**src/rtl/fifo_stream_reader.sv**
```systemverilog
// -----------------------------------------------------------------------------
// fifo_stream_reader
//   Read-side consumer for the synchronous FIFO. It issues FIFO reads, absorbs
//   the FIFO's one-cycle registered read-data latency and presents words, in
//   FIFO order, on a downstream valid/ready stream. A 3-entry circular output
//   buffer sustains one word per cycle. The read request depends only on
//   registered state plus fifo_empty/enable/rst, so there is no combinational
//   path from m_ready to fifo_rd_en.
//
//   Handshake: a word moves downstream on every rising clk edge where
//   m_valid & m_ready are both high. While m_valid=1 and m_ready=0, m_data
//   holds and m_valid stays high.
//
// Parameters
//   WIDTH      data width (must match the FIFO)
//   CNT_WIDTH  width of the delivered-word counter
//
// Ports
//   clk, rst     clock (posedge) and synchronous active-high reset
//   enable       1 = issue FIFO reads; 0 = stop reading, keep draining buffer
//   fifo_rd_en   FIFO read request
//   fifo_dout    FIFO read data, valid the cycle after an accepted read
//   fifo_empty   FIFO empty flag
//   m_valid      output word valid
//   m_data       output word
//   m_ready      downstream ready
//   word_count   words delivered (only counts with the stats build)
//
// Build option
//   FIFO_STREAM_READER_STATS_EN : when defined, word_count counts pops and
//   wraps modulo 2^CNT_WIDTH; when undefined, word_count is tied to 0.
// -----------------------------------------------------------------------------
module fifo_stream_reader #(
    parameter int WIDTH     = 8,
    parameter int CNT_WIDTH = 16
) (
    input  logic                 clk,
    input  logic                 rst,
    input  logic                 enable,
    output logic                 fifo_rd_en,
    input  logic [WIDTH-1:0]     fifo_dout,
    input  logic                 fifo_empty,
    output logic                 m_valid,
    output logic [WIDTH-1:0]     m_data,
    input  logic                 m_ready,
    output logic [CNT_WIDTH-1:0] word_count
);

    logic [1:0]       occ_q, occ_d;
    logic             inflight_q, inflight_d;
    logic [1:0]       head_q, head_d;
    logic [1:0]       tail_q, tail_d;
    logic [WIDTH-1:0] ent_q [3];
    logic [2:0]       level;
    logic             push;
    logic             pop;

    function automatic logic [1:0] next_idx(input logic [1:0] idx);
        return (idx == 2'd2) ? 2'd0 : idx + 2'd1;
    endfunction

    // A word read from the FIFO lands in the buffer one cycle later.
    assign push = inflight_q;
    assign pop  = m_valid & m_ready;

    // Buffered words plus the word still on its way from the FIFO. Reading
    // only while this is below 3 guarantees the buffer can never overflow,
    // regardless of what m_ready does in the meantime.
    assign level = {1'b0, occ_q} + {2'b00, inflight_q};

    always_comb begin
        fifo_rd_en = 1'b0;
        if (!rst && enable && !fifo_empty && (level < 3'd3)) begin
            fifo_rd_en = 1'b1;
        end
    end

    always_comb begin
        inflight_d = fifo_rd_en & ~fifo_empty;
        occ_d      = occ_q + {1'b0, push} - {1'b0, pop};
        head_d     = pop  ? next_idx(head_q) : head_q;
        tail_d     = push ? next_idx(tail_q) : tail_q;
    end

    always_ff @(posedge clk) begin
        if (rst) begin
            occ_q      <= 2'd0;
            inflight_q <= 1'b0;
            head_q     <= 2'd0;
            tail_q     <= 2'd0;
        end else begin
            occ_q      <= occ_d;
            inflight_q <= inflight_d;
            head_q     <= head_d;
            tail_q     <= tail_d;
        end
    end

    // Entries are cleared on reset so m_data reads 0 out of reset.
    always_ff @(posedge clk) begin
        if (rst) begin
            ent_q[0] <= '0;
            ent_q[1] <= '0;
            ent_q[2] <= '0;
        end else if (push) begin
            ent_q[tail_q] <= fifo_dout;
        end
    end

    assign m_valid = (occ_q != 2'd0);

    always_comb begin
        m_data = '0;
        case (head_q)
            2'd0:    m_data = ent_q[0];
            2'd1:    m_data = ent_q[1];
            2'd2:    m_data = ent_q[2];
            default: m_data = '0;
        endcase
    end

`ifdef FIFO_STREAM_READER_STATS_EN
    localparam logic [CNT_WIDTH-1:0] CNT_ONE = 1;
    logic [CNT_WIDTH-1:0] cnt_q, cnt_d;

    always_comb begin
        cnt_d = pop ? cnt_q + CNT_ONE : cnt_q;
    end

    always_ff @(posedge clk) begin
        if (rst) begin
            cnt_q <= '0;
        end else begin
            cnt_q <= cnt_d;
        end
    end

    assign word_count = cnt_q;
`else
    assign word_count = '0;
`endif

endmodule

```
**config.mk**
```make
export PLATFORM = sky130hd
export DESIGN_NAME = fifo_stream_reader
export DESIGN_NICKNAME = d
export VERILOG_FILES = /design/src/rtl/fifo_stream_reader.sv
export SDC_FILE = /design/constraint.sdc
export NUM_CORES = 1
export LEC_CHECK = 0
export BUFFER_PORTS_ARGS = -buffer_cell sky130_fd_sc_hd__buf_2
export CAP_MARGIN = 5
export CORE_MARGIN = 2
export CORE_UTILIZATION = 47
export DETAILED_ROUTE_END_ITERATION = 16
export PLACE_DENSITY = 0.77
export SYNTH_ARGS = -nofsm -noshare
export SYNTH_HDL_FRONTEND = slang
export SYNTH_SLANG_ARGS = --single-unit
```
**constraint.sdc**
```tcl
create_clock -name clk -period 1.25 [get_ports clk]
set_input_delay 0.0625 -clock clk [delete_from_list [all_inputs] [get_ports clk]]
set_output_delay 0.0625 -clock clk [all_outputs]
set_load 0.01 [all_outputs]
```
* Yosys cells after proc, flatten, opt, wreduce, memory -nomap -nowiden
Memory sizes are Yosys's and may differ from the RTL's. Cells that the tools add are included.
Operators by class: equality and inequality tests 3, muxes and demuxes 12, bitwise logic cells 3, reductions and logical operators 8, add/sub/neg operators 5, order comparisons 1
Operators with widths (count):
- one-hot mux 8 bit (3 select lines) | 1
- two-way mux 8 bit | 1
- OR reduction 8 bit | 1
- two-way mux 1 bit | 7
- two-way mux 2 bit | 3
- adder 2 x 1 -> 2 bit, second input constant | 2
- == test 2 bit, second input constant | 2
- adder 2 x 1 -> 3 bit | 1
- logical AND 1 bit | 3
- less-than comparator 3 x 2 -> 1 bit, second input constant | 1
- adder 2 x 1 -> 2 bit | 1
- AND 1 bit | 2
- == test 2 x 1 -> 1 bit, second input constant | 1
- logical NOT 1 bit | 2
- logical NOT 2 bit | 1
- nonzero test 2 bit | 1
- subtractor 2 x 1 -> 2 bit | 1
- inverter 1 bit | 1
Storage, ports and cells: bits in writable memories 24, memories kept 1, input port bits 13, bits in registers 7, word-level logic and storage cells 37
Memory list:
- ent_q | words 3, bits a word 8, read ports 3, clocked after Yosys merged registers in 0, write ports 3, RTL line 53 | logic [WIDTH-1:0] ent_q [3];

* Logic depth before layout (Yosys ltp)
Gate-level depths: netlist of run 1.
depth after elaboration 6, mapped depth 6, mapped depth without buffers 6

* Least setup slack after synthesis of run 1
OpenSTA, ideal clock, no wires.
path kind reg-to-output, start point register inflight_q, end point output port fifo_rd_en, stages on the path, launching flop included 5, arrival 1.395 ns, path slack -0.207 ns, buffers on the path 0, data required time 1.188 ns, path through dfxtp_1 ha_1 ha_1 or4b_1 a21oi_1
On the way: word-level cells in the longest chain between the ends 4
Ends and longest elaborated chain:
- start, declared | RTL line 50 | logic inflight_q, inflight_d;
- start signal, assigned | RTL line 93 | inflight_q <= inflight_d;
- adder 2 x 1 -> 3 bit | RTL line 69 | assign level = {1'b0, occ_q} + {2'b00, inflight_q};
- less-than comparator 3 x 2 -> 1 bit | RTL line 73 | if (!rst && enable && !fifo_empty && (level < 3'd3)) begin
- logical AND 1 bit | RTL line 73
- two-way mux 1 bit | RTL line 73
- end, declared | RTL line 40 | output logic fifo_rd_en,
Every way passes these cells.

* Worst setup path after layout of run 1
start point register occ_q[0], end point output port fifo_rd_en
On the way: word-level cells in the longest chain between the ends 4
Ends and longest elaborated chain:
- start, declared | RTL line 49 | logic [1:0] occ_q, occ_d;
- start signal, assigned | RTL line 87 | occ_q <= 2'd0;
- start signal, assigned | RTL line 92 | occ_q <= occ_d;
- adder 2 x 1 -> 3 bit | RTL line 69
- less-than comparator 3 x 2 -> 1 bit | RTL line 73
- logical AND 1 bit | RTL line 73
- two-way mux 1 bit | RTL line 73
Every way passes these cells.

==> results of run 1 <==
## cell type report
class	count	area, sq um	area share (%)
tap	46	57.6	2.61
timing repair buffer	52	412	18.6
inverter	2	7.51	0.340
clock buffer	5	37.5	1.70
clock inverter	3	38.8	1.76
multi-input combinational	88	782	35.4
sequential	31	873	39.5
## power by group
part | leakage [uW] | internal, uW | total, uW | switching, uW
Sequential | 0.000309 | 1200 | 1260 | 58.6
Clock | 0.0000426 | 411 | 743 | 332
Combinational | 0.000589 | 598 | 1030 | 428
## layout by cell type, fill, tap and decap left out, types with 2 or more instances in the layout
| master | count |
|---|---|
| a21oi_1 | 2 |
| and2_1 | 7 |
| and2_4 | 17 |
| and4bb_4 | 2 |
| buf_2 | 20 |
| buf_4 | 15 |
| buf_6 | 15 |
| clkbuf_4 | 5 |
| conb_1 | 16 |
| dfxtp_1 | 3 |
| dfxtp_4 | 3 |
| edfxtp_1 | 24 |
| ha_1 | 2 |
| ha_4 | 2 |
| inv_1 | 2 |
| mux2i_1 | 9 |
| nand2b_1 | 4 |
| nor2b_4 | 2 |
| o2bb2ai_1 | 8 |
## through the flow
stage / cells / hold slack, ns / setup slack (ns) / setup TNS (ns)
6_report: 227 / 0.0413 / -0.575 / -4.87
5_1_grt: 227 / 0.0325 / -0.628 / -6.84
4_1_cts: 226 / 0.0157 / -0.578 / -8.20
3_5_place_dp: 207 / 0.352 / -0.205 / -1.65
3_3_place_gp: 207 / 0.342 / -0.185 / -1.30
2_1_floorplan: 141 / 0.254 / -0.104 / -0.340
## per-layer routing
| layer | part of all wire [%] | track usage [%] |
|---|---|---|
| met2 | 57 | 33.0 |
| met4 | 1.6 | 8.06 |
| met1 | 37 | 17.1 |
| met3 | 4.2 | 5.43 |
| met5 | 0 | 0 |
## kinds of logic after synthesis
logic type | Yosys count
flip-flops | 31
adder cells (fa/ha/maj) | 4
AO/OA/AOI/OAI | 14
buffers and inverters | 22
other | 1
XOR/XNOR | 1
multiplexers | 10
AND/OR/NAND/NOR | 43
## how the worst min path moves through the flow
stage                      start                        end  slack (ns)  cells after the start
floorplan             fifo_empty      inflight_q$_SDFF_PP0_        0.25                      2
global placement      fifo_empty      inflight_q$_SDFF_PP0_        0.34                      3
detailed placement    fifo_empty      inflight_q$_SDFF_PP0_        0.35                      3
CTS                 fifo_dout[3]  ent_q[1][3]$_SDFFCE_PN0P_        0.02                      2
global route        fifo_dout[2]  ent_q[2][2]$_SDFFCE_PN0P_        0.03                      2
finish              fifo_dout[3]  ent_q[1][3]$_SDFFCE_PN0P_        0.04                      2
## timing repair
| item | 4_1_cts | 5_1_grt |
|---|---|---|
| gates cloned | 0 | 0 |
| pin swaps | 20 | 14 |
| hold endpoints to repair | 1 | 0 |
| hold buffers | 1 | 0 |
| buffers inserted | 10 | 5 |
| setup endpoints to repair | 21 | 63 |
| resized for setup | 31 | 25 |
## registers in the layout, indices dropped and copies added, names as in the netlist
name	flops
ent_q	24
tail_q	2
head_q	2
inflight_q	1
occ_q	2
## critical path: stages, from the launching register on
cell and delay (ns):
dfxtp_4 0.36, ha_4 0.16, ha_4 0.15, or4b_4 0.51, a21oi_4 0.14, buf_6 0.11
==> summary.md, run 1 <==
| Metric | Value |
|---|---|
| Worst hold path class | `in2reg` |
| XOR/XNOR Fraction of Synth Area | `1.42%` |
| Post-synthesis compound-gate area fraction | `about 6.6%` |
| Sink Count | `31` |
| DRT iter0 DRCs | `16` |
| Avg Vias per Cell | `4.71` |
| Status | `finished, violations left` |
| Power Density | `between 1000 and 1500 mW/mm^2` |
| Buffers added on ports | `22` |
| Main flop type after synthesis | `edfxtp_1` |
| Gpl congestion | `0.762` |
| Antenna Cells | `0` |
| Post-synthesis register bit count | `31` |
| Total Power | `slightly above 3000 uW` |
| Failing checks | `negative setup slack` |
| Max cap viols | `0` |
| WP data arrival | `1.76 ns` |
| Via count | `1,069` |
| R2R depth | `6` |
| CP max FO | `2` |
| Area of the core | `about 0.0033 sq mm` |
| Top cells by count, synth | `24 x and2_1, 24 x edfxtp_1, 16 x buf_4, 9 x mux2i_1, 8 x o2bb2ai_1` |
| CP endpoint kind | `output port` |
| Chip width | `62.2 microns` |
| Max H-tree Level | `2` |
| Share of layout cells above drive strength 1 | `~52%` |
| Largest net degree at the start of global routing | `11` |
| Io pins | `39` |
| Startpoint types | `flop` |
| DRT Pass-1 Iters | `4` |
| Final worst-path cycle share | `146%` |
| Syn Std Cell Area | `0.00159 sq mm` |
| Post-route DRC | `0` |
| CP startpoint | `occ_q[0]$_SDFF_PP0_` |
| Clk_lat worst skew | `0.33 ns` |
| Ranking of synthesized cells by area | `edfxtp_1 45%, and2_1 9.4%, dfxtp_1 8.8%` |
| Leakage | `0.000940 uW` |
| RSZ-0062 raised after global routing | `true` |
| Avg Inst Size Synth | `12.6 sq um` |
| Initial antenna violation count | `0` |
| Die Height | `62.2 microns` |
| CTS tree | `built` |
| Reg2reg start | `occ_q[0]$_SDFF_PP0_` |
| Die area | `0.00387 sq mm` |
| DP Wirelength | `2150 microns` |
| Final count of hold timing violations | `0` |
| Layout area overhead | `38.8%` |
| CP Class | `reg2out` |
| Total CTS buffers | `5` |
| Mux cell area share after synthesis | `6.37%` |
| Fin crit period | `1.82 ns` |
| Post-synth top area share | `between 40% and 50%` |
| Synth Area in Simple Gates | `19.0%` |
| Yosys Warn Count | `0` |
| F_max | `0.548 GHz` |
| Fill cells | `around 250` |
| Largest family of logic cells by synthesized area | `simple AND/OR/NAND/NOR gates` |
| Post-synthesis cell type count | `27` |
| Final Max Tran Viols | `0` |
| Clk_skew | `0.0110 ns` |
| Adder-Cell Fraction of Synth Area | `between 3 and 4%` |
| Final setup fails | `46` |
| Grt ovf | `0` |
| Total track usage | `between 10% and 20%` |
| Crit Reg-Reg Endpoint | `inflight_q$_SDFF_PP0_` |
| CTS max path bufs | `2` |
| Final worst slack | `-0.575 ns` |
| Reg clk slew, reported paths | `0.10 ns` |
| WL final | `around 3100 microns` |
| Post-placement cell area | `0.00187 sq mm` |
| Post-Synthesis Cells | `126` |
| Flop2flop setup slack | `-0.33 ns` |
| Fin nets | `197` |
| Clock root cell | `clkbuf_4` |
| Vias in the first global route | `1,125` |
| Final Util | `~67%` |
| Worst VDD drop | `1.09 mV` |
| Area leader, netlist | `edfxtp_1` |
| DR WL/cell | `around 14 microns` |
| Starting density of the core | `48.5%` |
| Area of all placed cells without fillers | `~0.0022 sq mm` |
| Antenna-violating nets left | `0` |
| Std-Cell Rows | `21` |
| CP required | `1.19 ns` |
| Async SR Flop Fraction | `0%` |
| CP Capture Point | `fifo_rd_en` |
| Seq/Total Area, Yosys | `54.1%` |
| Number of flops mapped to enable cells by yosys | `24` |
| First-pass GRT wire length | `5090 microns` |
No activity file was read; power rests on OpenSTA's default activity.
==> run 2, diff against run 1 <==
--- a/config.mk
+++ b/config.mk
@@ -11,6 +11,7 @@
 export CORE_UTILIZATION = 47
 export DETAILED_ROUTE_END_ITERATION = 16
 export PLACE_DENSITY = 0.77
+export SETUP_SLACK_MARGIN = 0.15
 export SYNTH_ARGS = -nofsm -noshare
 export SYNTH_HDL_FRONTEND = slang
 export SYNTH_SLANG_ARGS = --single-unit
==> run 2 against run 1 <==
- the run still ends with negative setup slack left
- largest power group unchanged
- global-route usage is 0.071 points lower
- combinational power grew 22%
- sequential share of layout area is 2.7 points lower
- non-clock buffer count unchanged
- first-iteration DRC count rose by 13%
- critical path depth did not move
- die area is the same
- clock power hardly changed
==> summary.md, run 2 (same netlist as run 1, synthesis figures left out) <==
| Metric | Value |
|---|---|
| CP max FO | `2 (unchanged)` |
| Flop2flop setup slack | `-0.35 ns (-0.02 ns)` |
| Worst Path Buf+Inv | `1 (unchanged)` |
| Fin nets | `197 (unchanged)` |
| Io pins | `39 (unchanged)` |
| Final count of hold timing violations | `0 (unchanged)` |
| F_max | `0.561 GHz (+2.4%)` |
| Grt ovf | `0 (unchanged)` |
| Reg with most FFs | `ent_q` |
| Share of layout cells above drive strength 1 | `64.1% (+12 points)` |
| DP Wirelength | `2060 microns (-4.3%)` |
| Final setup fails | `63 (+37%)` |
| Chip width | `62.2 microns (unchanged)` |
| DR WL/cell | `15.0 microns (+8.6%)` |
| Vias in the first global route | `1,109 (-1.4%)` |
| Clk_lat worst skew | `0.32 ns (about the same)` |
| Fill cells | `224 (-8.6%)` |
| Gpl congestion | `0.680 (-11%)` |
| Area of the core | `0.00328 sq mm (unchanged)` |
| CP top delay family | `simple AND/OR/NAND/NOR gates` |
| Antenna Cells | `0 (unchanged)` |
| Antenna-violating nets left | `0 (unchanged)` |
| Max H-tree Level | `2 (unchanged)` |
| Final Util | `72.1% (+4.9 points)` |
| Sink Count | `31 (unchanged)` |
| Die area | `0.00387 sq mm (unchanged)` |
| Final worst slack | `-0.533 ns (+0.0423 ns)` |
| Fin crit period | `1.78 ns (-0.0423 ns)` |
| RSZ-0062 raised after global routing | `true` |
| Fin cells | `227 (unchanged)` |
| Footprint of the multi-input gates | `906 sq um (+16%)` |
| CP cell instances | `ha_4, ha_4, or4b_4, a21oi_4, buf_6` |
| DRT Pass-1 Iters | `4 (unchanged)` |
| Clk_skew | `0.00981 ns (-0.00121 ns)` |
| CP max-delay cell | `or4b_4` |
| Total Power | `3270 uW (+7.9%)` |
| Largest register FFs | `24 (unchanged)` |
| Final worst-path cycle share | `143% (-3.4 points)` |
| Total CTS buffers | `5 (unchanged)` |
| CP required | `1.19 ns (about the same)` |
| Std-Cell Rows | `21 (unchanged)` |
| Avg Vias per Cell | `4.76 (+1.1%)` |
| Failing checks | `negative setup slack` |
| Most frequent CP cell | `ha_4` |
| Die Height | `62.2 microns (unchanged)` |
| WL final | `3420 microns (+8.6%)` |
| Status | `finished, violations left` |
| WP data arrival | `1.72 ns (-0.04 ns)` |
| Worst slack at placement | `-0.205 ns (+0.000258 ns)` |
| CTS max path bufs | `2 (unchanged)` |
| CP Class | `reg2out` |
| Worst VDD drop | `0.954 mV (-13%)` |
| Largest net degree at the start of global routing | `13 (+2)` |
| Final Max Tran Viols | `0 (unchanged)` |
| Leakage | `0.000980 uW (+4.3%)` |
| Layout area overhead | `48.8%` |
| Most common cell after layout, fill and taps aside | `edfxtp_1` |
| CTS tree | `built` |
| Most frequent cells in the layout | `24 x edfxtp_1, 21 x and2_4, 19 x buf_2` |
| Reg clk slew, reported paths | `0.10 ns (about the same)` |
| First-pass GRT wire length | `5140 microns (+1.1%)` |
| Clock root cell | `clkbuf_4` |
| Post-route DRC | `0 (unchanged)` |
| Initial antenna violation count | `0 (unchanged)` |
| Slowest cell delay on critical path | `0.50 ns (about the same)` |
| Placed Instances | `203 (-1.9%)` |
| CP endpoint kind | `output port` |
| Worst hold path class | `in2reg` |
| Startpoint types | `flop` |
| Buffers added on ports | `22 (unchanged)` |
| DRT iter0 DRCs | `18 (+2)` |
| Post-route setup TNS | `-14.76 ns (-9.89 ns)` |
| Max cap viols | `0 (unchanged)` |
| Starting density of the core | `48.5% (unchanged)` |
| Total track usage | `17.3% (-0.071 points)` |
| Power Density | `1380 mW/mm^2 (+0.61%)` |
| Register Area | `873 sq um (unchanged)` |
| Via count | `1,081 (+1.1%)` |
[run 2: cell count changes in the layout (fill, tap and decap cells not counted), moves of 3 or more]
cell       change
buf_4          -3
buf_6          +3
and2_4         +4
o2bb2ai_2      +5
mux2i_1        -3
o2bb2ai_1      -6
and2_1         -4
[run 2: repair_timing]
| item | in CTS | in global routing |
|---|---|---|
| setup buffers | 14 | 2 |
| hold buffers | 0 | 0 |
| gates resized for setup | 39 | 40 |
| setup endpoints to repair | 63 | 65 |
| cloned | 0 | 0 |
| pin swaps | 10 | 31 |
[run 2: path summary, 6_finish.rpt]
check | start | end | cells past startpoint
min reg2reg | head_q[0]$_SDFFE_PP0P_ | head_q[1]$_SDFFE_PP0P_ | 2
max | occ_q[0]$_SDFF_PP0_ | fifo_rd_en | 5
max reg2reg | inflight_q$_SDFF_PP0_ | occ_q[1]$_SDFF_PP0_ | 10
min | fifo_dout[0] | ent_q[2][0]$_SDFFCE_PN0P_ | 2
[run 2: final cells by class]
class	count	share of cell area (%)
inverter	2	0.528
clock buffer	5	1.58
tap	46	2.43
clock inverter	3	1.64
multi-input combinational	88	38.2
timing repair buffer	52	18.7
sequential	31	36.9
[run 2: metrics by stage]
stage          hold WS, ns  area, sq um
4_1_cts             0.0340         2230
2_1_floorplan        0.254         1710
3_3_place_gp         0.342         1850
5_1_grt             0.0460         2370
3_5_place_dp         0.351         1850
6_report            0.0641         2370
[run 2: report_power, final]
part	total, uW	internal, uW	switching [uW]
Clock	743	411	332
Sequential	1270	1200	63.1
Combinational	1260	723	537
[run 2: layer usage]
metal  global-route usage [%]  up-vias  routed length, microns
li1                         -      523                       -
met1                     17.8      532                    1280
met2                     33.2       22                    2000
met3                     3.99        4                     106
met4                     7.78        0                      35
met5                        0        -                       0
==> run 3, diff against run 2 <==
==> constraint.sdc (replaced) <==
create_clock -name clk -period 1.5 [get_ports clk]
set_input_delay 0.075 -clock clk [delete_from_list [all_inputs] [get_ports clk]]
set_output_delay 0.075 -clock clk [all_outputs]
set_load 0.01 [all_outputs]
==> run 3 against run 2 <==
- the flow still finishes with violations (negative setup slack)
- setup slack improved by 0.22 ns
- via count down 3.0%
- largest power group unchanged
- total power down 28%
- register-to-register slack improved by 0.26 ns
==> summary.md, run 3 (same netlist as run 1, synthesis figures left out) <==
| Metric | Value |
|---|---|
| CP max FO | `2 (unchanged)` |
| Hold path cells | `2 (unchanged)` |
| Top Metal Used | `met4` |
| CP Class | `reg2out` |
| First-pass GRT wire length | `4620 microns (-10%)` |
| Most common cell after layout, fill and taps aside | `edfxtp_1` |
| Fill cells | `244 (+8.9%)` |
| WL final | `3190 microns (-6.6%)` |
| Clk_lat worst skew | `0.34 ns (+0.02 ns)` |
| Die Height | `62.2 microns (unchanged)` |
| DRT Pass-1 Iters | `4 (unchanged)` |
| Max H-tree Level | `2 (unchanged)` |
| Final worst-path cycle share | `121%` |
| Total CTS buffers | `5 (unchanged)` |
| Share of layout cells above drive strength 1 | `52.4% (-12 points)` |
| Metal2 WL | `1780 microns (-11%)` |
| CP required | `1.42 ns (+0.23 ns)` |
| WP data arrival | `1.74 ns (+0.02 ns)` |
| Fin crit period | `around 1.8 ns` |
| Final Max Tran Viols | `0 (unchanged)` |
| Buffers added on ports | `22 (unchanged)` |
| Fin nets | `184 (-6.6%)` |
| Final setup fails | `3 (-95%)` |
| Flop2flop setup slack | `-0.09 ns (+0.26 ns)` |
| Met1 wire length | `1260 microns (-1.6%)` |
| Die area | `0.00387 sq mm (unchanged)` |
| DRT iter0 DRCs | `39 (+21)` |
| Most frequent cells in the layout | `24 x edfxtp_1, 20 x buf_2, 16 x conb_1` |
| Largest register FFs | `24 (unchanged)` |
| Max cap viols | `0 (unchanged)` |
| Chip width | `62.2 microns (unchanged)` |
| Area of all placed cells without fillers | `0.00209 sq mm (-12%)` |
| Hold buffer count at CTS | `0 (unchanged)` |
| Failing checks | `negative setup slack` |
| Clock root cell | `clkbuf_4` |
| R2R depth | `7 (-3)` |
| Worst slack at placement | `-0.0183 ns (+0.186 ns)` |
| Final worst slack | `-0.310 ns (+0.222 ns)` |
| Std-Cell Rows | `21 (unchanged)` |
| Reg2reg start | `occ_q[0]$_SDFF_PP0_` |
| Initial antenna violation count | `0 (unchanged)` |
| Reg with most FFs | `ent_q` |
| Crit Reg-Reg Endpoint | `occ_q[1]$_SDFF_PP0_` |
| Grt ovf | `0 (unchanged)` |
| Routed wire length on met3 | `106 microns (unchanged)` |
| Post-placement cell area | `0.00177 sq mm (-4.3%)` |
| Worst hold path class | `in2reg` |
| Area of the core | `0.00328 sq mm (unchanged)` |
| Via count | `1,049 (-3.0%)` |
| Worst min-delay path startpoint | `fifo_dout[5]` |
| Sink Count | `31 (unchanged)` |
| Final count of hold timing violations | `0 (unchanged)` |
| Layout area overhead | `31.2%` |
| Avg Vias per Cell | `4.90 (+2.9%)` |
| Largest net degree at the start of global routing | `16 (+3)` |
| Most frequent CP cell | `ha_4` |
| Worst Path Buf+Inv | `1 (unchanged)` |
| Hold slack | `0.0365 ns (-0.0276 ns)` |
| CTS max path bufs | `2 (unchanged)` |
| Clk_skew | `0.00364 ns (-0.00617 ns)` |
| Starting density of the core | `48.5% (unchanged)` |
| CP max-delay cell | `or4b_4` |
| Startpoint types | `flop` |
| Vias in the first global route | `1,036 (-6.6%)` |
| Leakage | `0.000856 uW (-13%)` |
| CTS tree | `built` |
| Worst VDD drop | `0.445 mV (-53%)` |
| CP cell instances | `ha_4, ha_4, or4b_4, a21oi_4, buf_6` |
| F_max | `0.552 GHz` |
| Final Util | `63.6% (-8.5 points)` |
| Reg clk slew, reported paths | `0.09 ns (about the same)` |
| Hold worst-path end | `ent_q[2][5]$_SDFFCE_PN0P_` |
| RSZ-0062 raised after global routing | `true` |
| Antenna-violating nets left | `0 (unchanged)` |
| Antenna Cells | `0 (unchanged)` |
| DP Wirelength | `2020 microns (-1.8%)` |
| Slowest cell delay on critical path | `0.50 ns (about the same)` |
| CP endpoint kind | `output port` |
| Total track usage | `16.0% (-1.3 points)` |
| CP top delay family | `simple AND/OR/NAND/NOR gates` |
| Post-route DRC | `0 (unchanged)` |
| DR WL/cell | `14.9 microns (-0.91%)` |
| Status | `finished, violations left` |
| Power Density | `1120 mW/mm^2 (-19%)` |
| Io pins | `39 (unchanged)` |
| Gpl congestion | `0.756 (+11%)` |
[run 3: changes by cell type in the layout (fill, tap and decap cells not counted), sizes merged]
cell    before  now
clkbuf       5    7
bufinv       1    0
clkinv       2    1
buf         52   39
[run 3: stage by stage]
stage / power [uW] / instances / TNS, ns
5_1_grt: 2450 / 214 / -0.591
4_1_cts: 2210 / 209 / -0.347
3_3_place_gp: 1630 / 198 / 0
6_report: 2350 / 214 / -0.429
2_1_floorplan: 1450 / 141 / 0
3_5_place_dp: 1660 / 198 / -0.0183
[run 3: worst register-to-register path, stage by stage, from the launching register on]
cell	delay [ns]
dfxtp_2	0.35
buf_4	0.14
o21a_1	0.18
ha_1	0.28
inv_1	0.06
ha_1	0.15
xnor3_1	0.23
nor2_1	0.13
[run 3: final cells by class]
cell class	instances	area (sq um)	area share [%]
sequential	31	873	41.8
multi-input combinational	88	818	39.2
clock buffer	7	45.0	2.16
timing repair buffer	39	282	13.5
tap	46	57.6	2.76
clock inverter	1	5.00	0.240
inverter	2	7.51	0.359
[run 3: worst max path at each step]
stage	start	to	slack, ns	cells past startpoint
global route	inflight_q$_SDFF_PP0_	fifo_rd_en	-0.36	5
finish	inflight_q$_SDFF_PP0_	fifo_rd_en	-0.31	5
global placement	occ_q[0]$_SDFF_PP0_	fifo_rd_en	0.03	5
detailed placement	occ_q[0]$_SDFF_PP0_	fifo_rd_en	-0.02	5
floorplan	inflight_q$_SDFF_PP0_	fifo_rd_en	0.11	4
CTS	occ_q[0]$_SDFF_PP0_	fifo_rd_en	-0.35	5
[run 3: routing by layer]
metal	up-vias	GRT usage, %
met2	18	29.9
li1	499	-
met4	0	7.22
met3	5	5.80
met5	-	0
met1	527	15.8
[run 3: timing repair]
| item | CTS | global route |
|---|---|---|
| setup buffers | 3 | 5 |
| pin swaps | 7 | 15 |
| endpoints found under the setup margin | 20 | 36 |
| gates resized for setup | 17 | 34 |
[run 3: report_power, final]
part	total [uW]	switching (uW)	internal, uW
logic	829	389	440
clock network	458	276	182
registers	1060	57.7	1000
total	2350	723	1620
